==> src/rtl/dm_access_ctrl.sv <==
// Load/store sequencer driving the 1024x16 data memory with registered we_DM/addrDM/dataDM.
// Latency accept->resp_valid: store 3+WE_CYCLES, load 2+RD_WAIT, out-of-range 1 cycle.
// Backpressure: req_ready high only in IDLE; req_valid while busy is ignored and must be held.
module dm_access_ctrl #(
    parameter int MEM_WORDS = 1024,
    parameter int WE_CYCLES = 1,
    parameter int RD_WAIT   = 2
) (
    input  logic        clk,
    input  logic        rst_n,
    input  logic        req_valid,
    output logic        req_ready,
    input  logic        req_we,
    input  logic [15:0] req_addr,
    input  logic [15:0] req_wdata,
    output logic        resp_valid,
    output logic [15:0] resp_rdata,
    output logic        resp_err,
    output logic        busy,
    output logic        we_DM,
    output logic [15:0] addrDM,
    output logic [15:0] dataDM,
    input  logic [15:0] outDM
);

    localparam int CNT_MAX = (WE_CYCLES > RD_WAIT) ? WE_CYCLES : RD_WAIT;
    localparam int CW      = $clog2(CNT_MAX + 1);
    localparam logic [16:0] MEM_LIMIT = 17'(MEM_WORDS);

    typedef enum logic [2:0] {
        IDLE,
        SETUP,
        WSTROBE,
        WHOLD,
        RWAIT,
        RESP
    } state_t;

    state_t        state;
    logic          op_we;
    logic [CW-1:0] cnt;
    logic          addr_bad;

    // Compare on 17 bits so the full 16-bit address is checked without wrap.
    assign addr_bad = ({1'b0, req_addr} >= MEM_LIMIT);

    always_ff @(posedge clk or negedge rst_n) begin
        if (!rst_n) begin
            state      <= IDLE;
            op_we      <= 1'b0;
            cnt        <= '0;
            req_ready  <= 1'b1;
            busy       <= 1'b0;
            resp_valid <= 1'b0;
            resp_rdata <= '0;
            resp_err   <= 1'b0;
            we_DM      <= 1'b0;
            addrDM     <= '0;
            dataDM     <= '0;
        end else begin
            resp_valid <= 1'b0;
            case (state)
                IDLE: begin
                    if (req_valid && req_ready) begin
                        req_ready <= 1'b0;
                        busy      <= 1'b1;
                        op_we     <= req_we;
                        if (addr_bad) begin
                            // Rejected requests never touch the memory pins.
                            state      <= RESP;
                            resp_valid <= 1'b1;
                            resp_err   <= 1'b1;
                            resp_rdata <= '0;
                        end else begin
                            state  <= SETUP;
                            addrDM <= req_addr;
                            if (req_we) begin
                                dataDM <= req_wdata;
                            end
                        end
                    end
                end
                SETUP: begin
                    if (op_we) begin
                        we_DM <= 1'b1;
                        cnt   <= CW'(WE_CYCLES - 1);
                        state <= WSTROBE;
                    end else begin
                        cnt   <= CW'(RD_WAIT - 1);
                        state <= RWAIT;
                    end
                end
                WSTROBE: begin
                    if (cnt == '0) begin
                        we_DM <= 1'b0;
                        state <= WHOLD;
                    end else begin
                        cnt <= cnt - CW'(1);
                    end
                end
                WHOLD: begin
                    resp_valid <= 1'b1;
                    resp_err   <= 1'b0;
                    state      <= RESP;
                end
                RWAIT: begin
                    if (cnt == '0) begin
                        resp_rdata <= outDM;
                        resp_err   <= 1'b0;
                        resp_valid <= 1'b1;
                        state      <= RESP;
                    end else begin
                        cnt <= cnt - CW'(1);
                    end
                end
                RESP: begin
                    req_ready <= 1'b1;
                    busy      <= 1'b0;
                    state     <= IDLE;
                end
                default: begin
                    we_DM     <= 1'b0;
                    req_ready <= 1'b1;
                    busy      <= 1'b0;
                    state     <= IDLE;
                end
            endcase
        end
    end

endmodule

==> config.mk <==
export PLATFORM = sky130hd
export DESIGN_NAME = dm_access_ctrl
export DESIGN_NICKNAME = d
export VERILOG_FILES = /design/src/rtl/dm_access_ctrl.sv
export SDC_FILE = /design/constraint.sdc
export NUM_CORES = 1
export LEC_CHECK = 0
export CAP_MARGIN = 10
export CORE_MARGIN = 3
export CORE_UTILIZATION = 47
export CTS_BUF_LIST = sky130_fd_sc_hd__clkbuf_4 sky130_fd_sc_hd__clkbuf_8
export DETAILED_ROUTE_END_ITERATION = 10
export PLACE_DENSITY = 0.89
export SLEW_MARGIN = 20
export SYNTH_ARGS = -nofsm -noshare
export SYNTH_HDL_FRONTEND = slang
export SYNTH_SLANG_ARGS = --single-unit
==> constraint.sdc <==
create_clock -name clk -period 5.4 [get_ports clk]
set_input_delay 1.35 -clock clk [delete_from_list [all_inputs] [get_ports clk]]
set_output_delay 1.35 -clock clk [all_outputs]
set_load 0.005 [all_outputs]
==> results.sh <==
export IMPL_yosys_register_bits=59
export IMPL_power_density_nw_per_um2=453
export IMPL_yosys_most_used_dff="dfrtp_1"
export IMPL_die_area_um2=6280
export IMPL_first_global_vias=2100
export IMPL_fill_cells=363
export IMPL_synth_cell_type_count=41
export IMPL_worst_path_max_fanout=16
export IMPL_crit_arrival_ns=3.63
export IMPL_synth_top_area_cell="dfrtp_1"
export IMPL_syn_num_nets=245
export IMPL_cts_inserted_buffers=9
export IMPL_timing_fmax_mhz=292
export IMPL_clkLatencyLatePin_ns=0.33
export IMPL_port_buffers=104
export IMPL_reg2reg_depth=3
export IMPL_path_class="in2reg"
export IMPL_final_antenna_net_count=0
export IMPL_synth_top_cells_by_count="58 x dfrtp_1, 26 x mux2_2, 16 x a21o_1, 16 x a22o_1"
export IMPL_reg2reg_from="state[1]"
export IMPL_tightest_slew_ns=0.983
export IMPL_grt_max_degree=60
export IMPL_die_h_um=79.2
export IMPL_critPathLaunchType="primary input"
export IMPL_syn_to_final_growth_pct=51.6
export IMPL_fin_nets=351
export IMPL_post_route_min_period_ns=3.42
export IMPL_cts_hold_buf=0
export IMPL_regArea_um2=1480
export IMPL_cts_tree="yes"
export IMPL_fp_coreArea_um2=5140
export IMPL_vdd_ir_drop_max_v=0.000212
export IMPL_final_setup_skew_ns=0.00887
export IMPL_rrSetupSlack_ns=2.97
export IMPL_num_io_pins=105
export IMPL_clock_sinks=59
export IMPL_wire_per_inst_um=17.2
export IMPL_rows=26
export IMPL_synth_area_um2=2520
export IMPL_required_ns=5.61
export IMPL_p_leak_nw=1.74
export IMPL_status="complete, no violations"
export IMPL_yosysSeqAreaShare_pct=58.6
export IMPL_async_flop_share_pct=100
export IMPL_min_path_type="reg2reg"
export IMPL_n_antenna_cell=0
export IMPL_hold_start="addrDM[10]"
export IMPL_startpoint="req_addr[13]"
export IMPL_synth_top_area_share_pct=57.6
export IMPL_grt_pass1_wl_um=10200
export IMPL_cts_resized_gates=0
export IMPL_crit_path_end="dataDM[13]"
export IMPL_slew_viol_final=0
export IMPL_wl_um=6400
export IMPL_viasPerCell=5.31
export IMPL_drc_errors=0
export IMPL_hold_viol=0
export IMPL_postCtsSetupBuffers=0
export IMPL_cts_max_path_buffers=2
export IMPL_drt_iter0_markers=94
export IMPL_layout_drive_gt1_share_pct=17.5
export IMPL_dp_hpwl_um=4420
export IMPL_drv_cap=0
export IMPL_cts_clk_slew_worst_paths_ns=0.06
export IMPL_fin_util_pct=74.3
export IMPL_post_synth_top_count_cell="dfrtp_1"
export IMPL_dieWidth_um=79.2
export IMPL_multi_input_area_um2=988
export IMPL_start_util_pct=49.0
export IMPL_gp_congestion=0.793
export IMPL_worst_setup_path_end_kind="flop"
export IMPL_htree_levels=3
export IMPL_grt_ovfl_total=0
export IMPL_reg2reg_to="dataDM[13]"
export IMPL_grt_setup_unrepaired="false"
export IMPL_period_share_pct=63.3
export IMPL_setup_tns_final_ns=0
export IMPL_setup_viol=0
export IMPL_ys_warn_count=0
export IMPL_synth_edf_count=0
export IMPL_grt_use_total_pct=21.7
export IMPL_synthCells=192
export IMPL_dr_pass1_iters=4
export IMPL_cts_root_buf="clkbuf_8"
export IMPL_antenna_found_initial=0
export IMPL_synth_area_leaders="dfrtp_1 58%, mux2_2 12%, a22o_1 5.6%"
export IMPL_synth_area_per_cell_um2=13.1
export IMPL_vias=1980
export IMPL_maxSlewHeadroom_pct=34.0
-- flip-flops by register name, indices dropped and copies added, names as in the netlist --
| signal | cells |
|---|---|
| resp_valid | 1 |
| busy | 1 |
| cnt | 2 |
| op_we | 1 |
| we_DM | 1 |
| resp_rdata | 16 |
| resp_err | 1 |
| req_ready | 1 |
| state | 3 |
| dataDM | 16 |
| addrDM | 16 |
-- per-layer routing --
metal	vias to the layer above	track usage, %	wire length, um
met5	-	0	0
li1	915	-	-
met2	83	34.7	3130
met3	10	10.2	605
met4	0	8.76	105
met1	972	25.1	2560
-- stage by stage --
step	instances	hold WS, ns	total power, mW	worst slack [ns]	instance area, um^2
after global routing	373	0.507	1.84	1.89	3820
after detailed placement	357	0.475	1.32	1.63	3600
after floorplan	192	0.478	1.03	2.56	2520
after global placement	357	0.468	1.29	1.71	3600
after CTS	373	0.492	1.74	2.00	3810
final	373	0.493	1.73	1.98	3820
-- worst max-delay path, stage by stage --
cell and delay (ns):
clkdlybuf4s50_1 0.47, nor4_4 0.36, nand2_2 0.18, nor4_4 0.84
mux2_2 0.43
-- cells in the final DEF, fill, tap and decap left out, drive strengths merged, types with 2 or more instances in the layout --
| cell | Yosys | routed |
|---|---|---|
| a21oi | 5 | 5 |
| a31oi | 2 | 2 |
| clkdlybuf4s50 | 0 | 103 |
| a21o | 16 | 16 |
| nor4 | 2 | 2 |
| clkbuf | 7 | 12 |
| clkinv | 0 | 3 |
| nand3 | 2 | 2 |
| and2 | 6 | 6 |
| nor2b | 4 | 4 |
| nand2 | 8 | 8 |
| nor3 | 2 | 2 |
| a22o | 16 | 16 |
| dfrtp | 58 | 58 |
| o21ai | 4 | 4 |
| mux2 | 27 | 27 |
| nor2 | 8 | 8 |
| o31ai | 2 | 2 |
| buf | 3 | 2 |
| inv | 4 | 4 |
-- layout make-up --
class	count	area share (%)
Inverter	4	0.393
Timing Repair Buffer	105	27.3
Tap cell	70	2.29
Multi-Input combinational cell	119	25.9
Sequential cell	59	38.7
Clock inverter	4	1.28
Clock buffer	12	4.16
-- worst min path at each step --
stage	cells after the start	end	slack [ns]
after floorplan	1	addrDM[10]	0.48
after global placement	1	addrDM[11]	0.47
after detailed placement	1	addrDM[14]	0.47
after CTS	1	addrDM[13]	0.49
after global routing	1	addrDM[15]	0.51
final	1	addrDM[10]	0.49
-- power breakdown --
part / switching [mW] / total (mW) / internal [mW]
combinational: 0.269 / 0.652 / 0.382
sequential: 0.115 / 0.669 / 0.554
clock: 0.167 / 0.409 / 0.242
total: 0.551 / 1.73 / 1.18
-- logic make-up (layout without fill, tap and decap cells) --
| kind of cell | after synthesis | after routing | synth area share (%) |
|---|---|---|---|
| DFF | 59 | 59 | 58.6 |
| AOI/OAI and AO/OA | 54 | 54 | 16.3 |
| and+or+nand+nor | 35 | 35 | 9.19 |
| muxes | 28 | 28 | 12.5 |
| buffers and inverters | 14 | 125 | 2.48 |
| adders and majority gates | 2 | 2 | 0.894 |
Note: power is estimated with default switching activity, not from simulation.
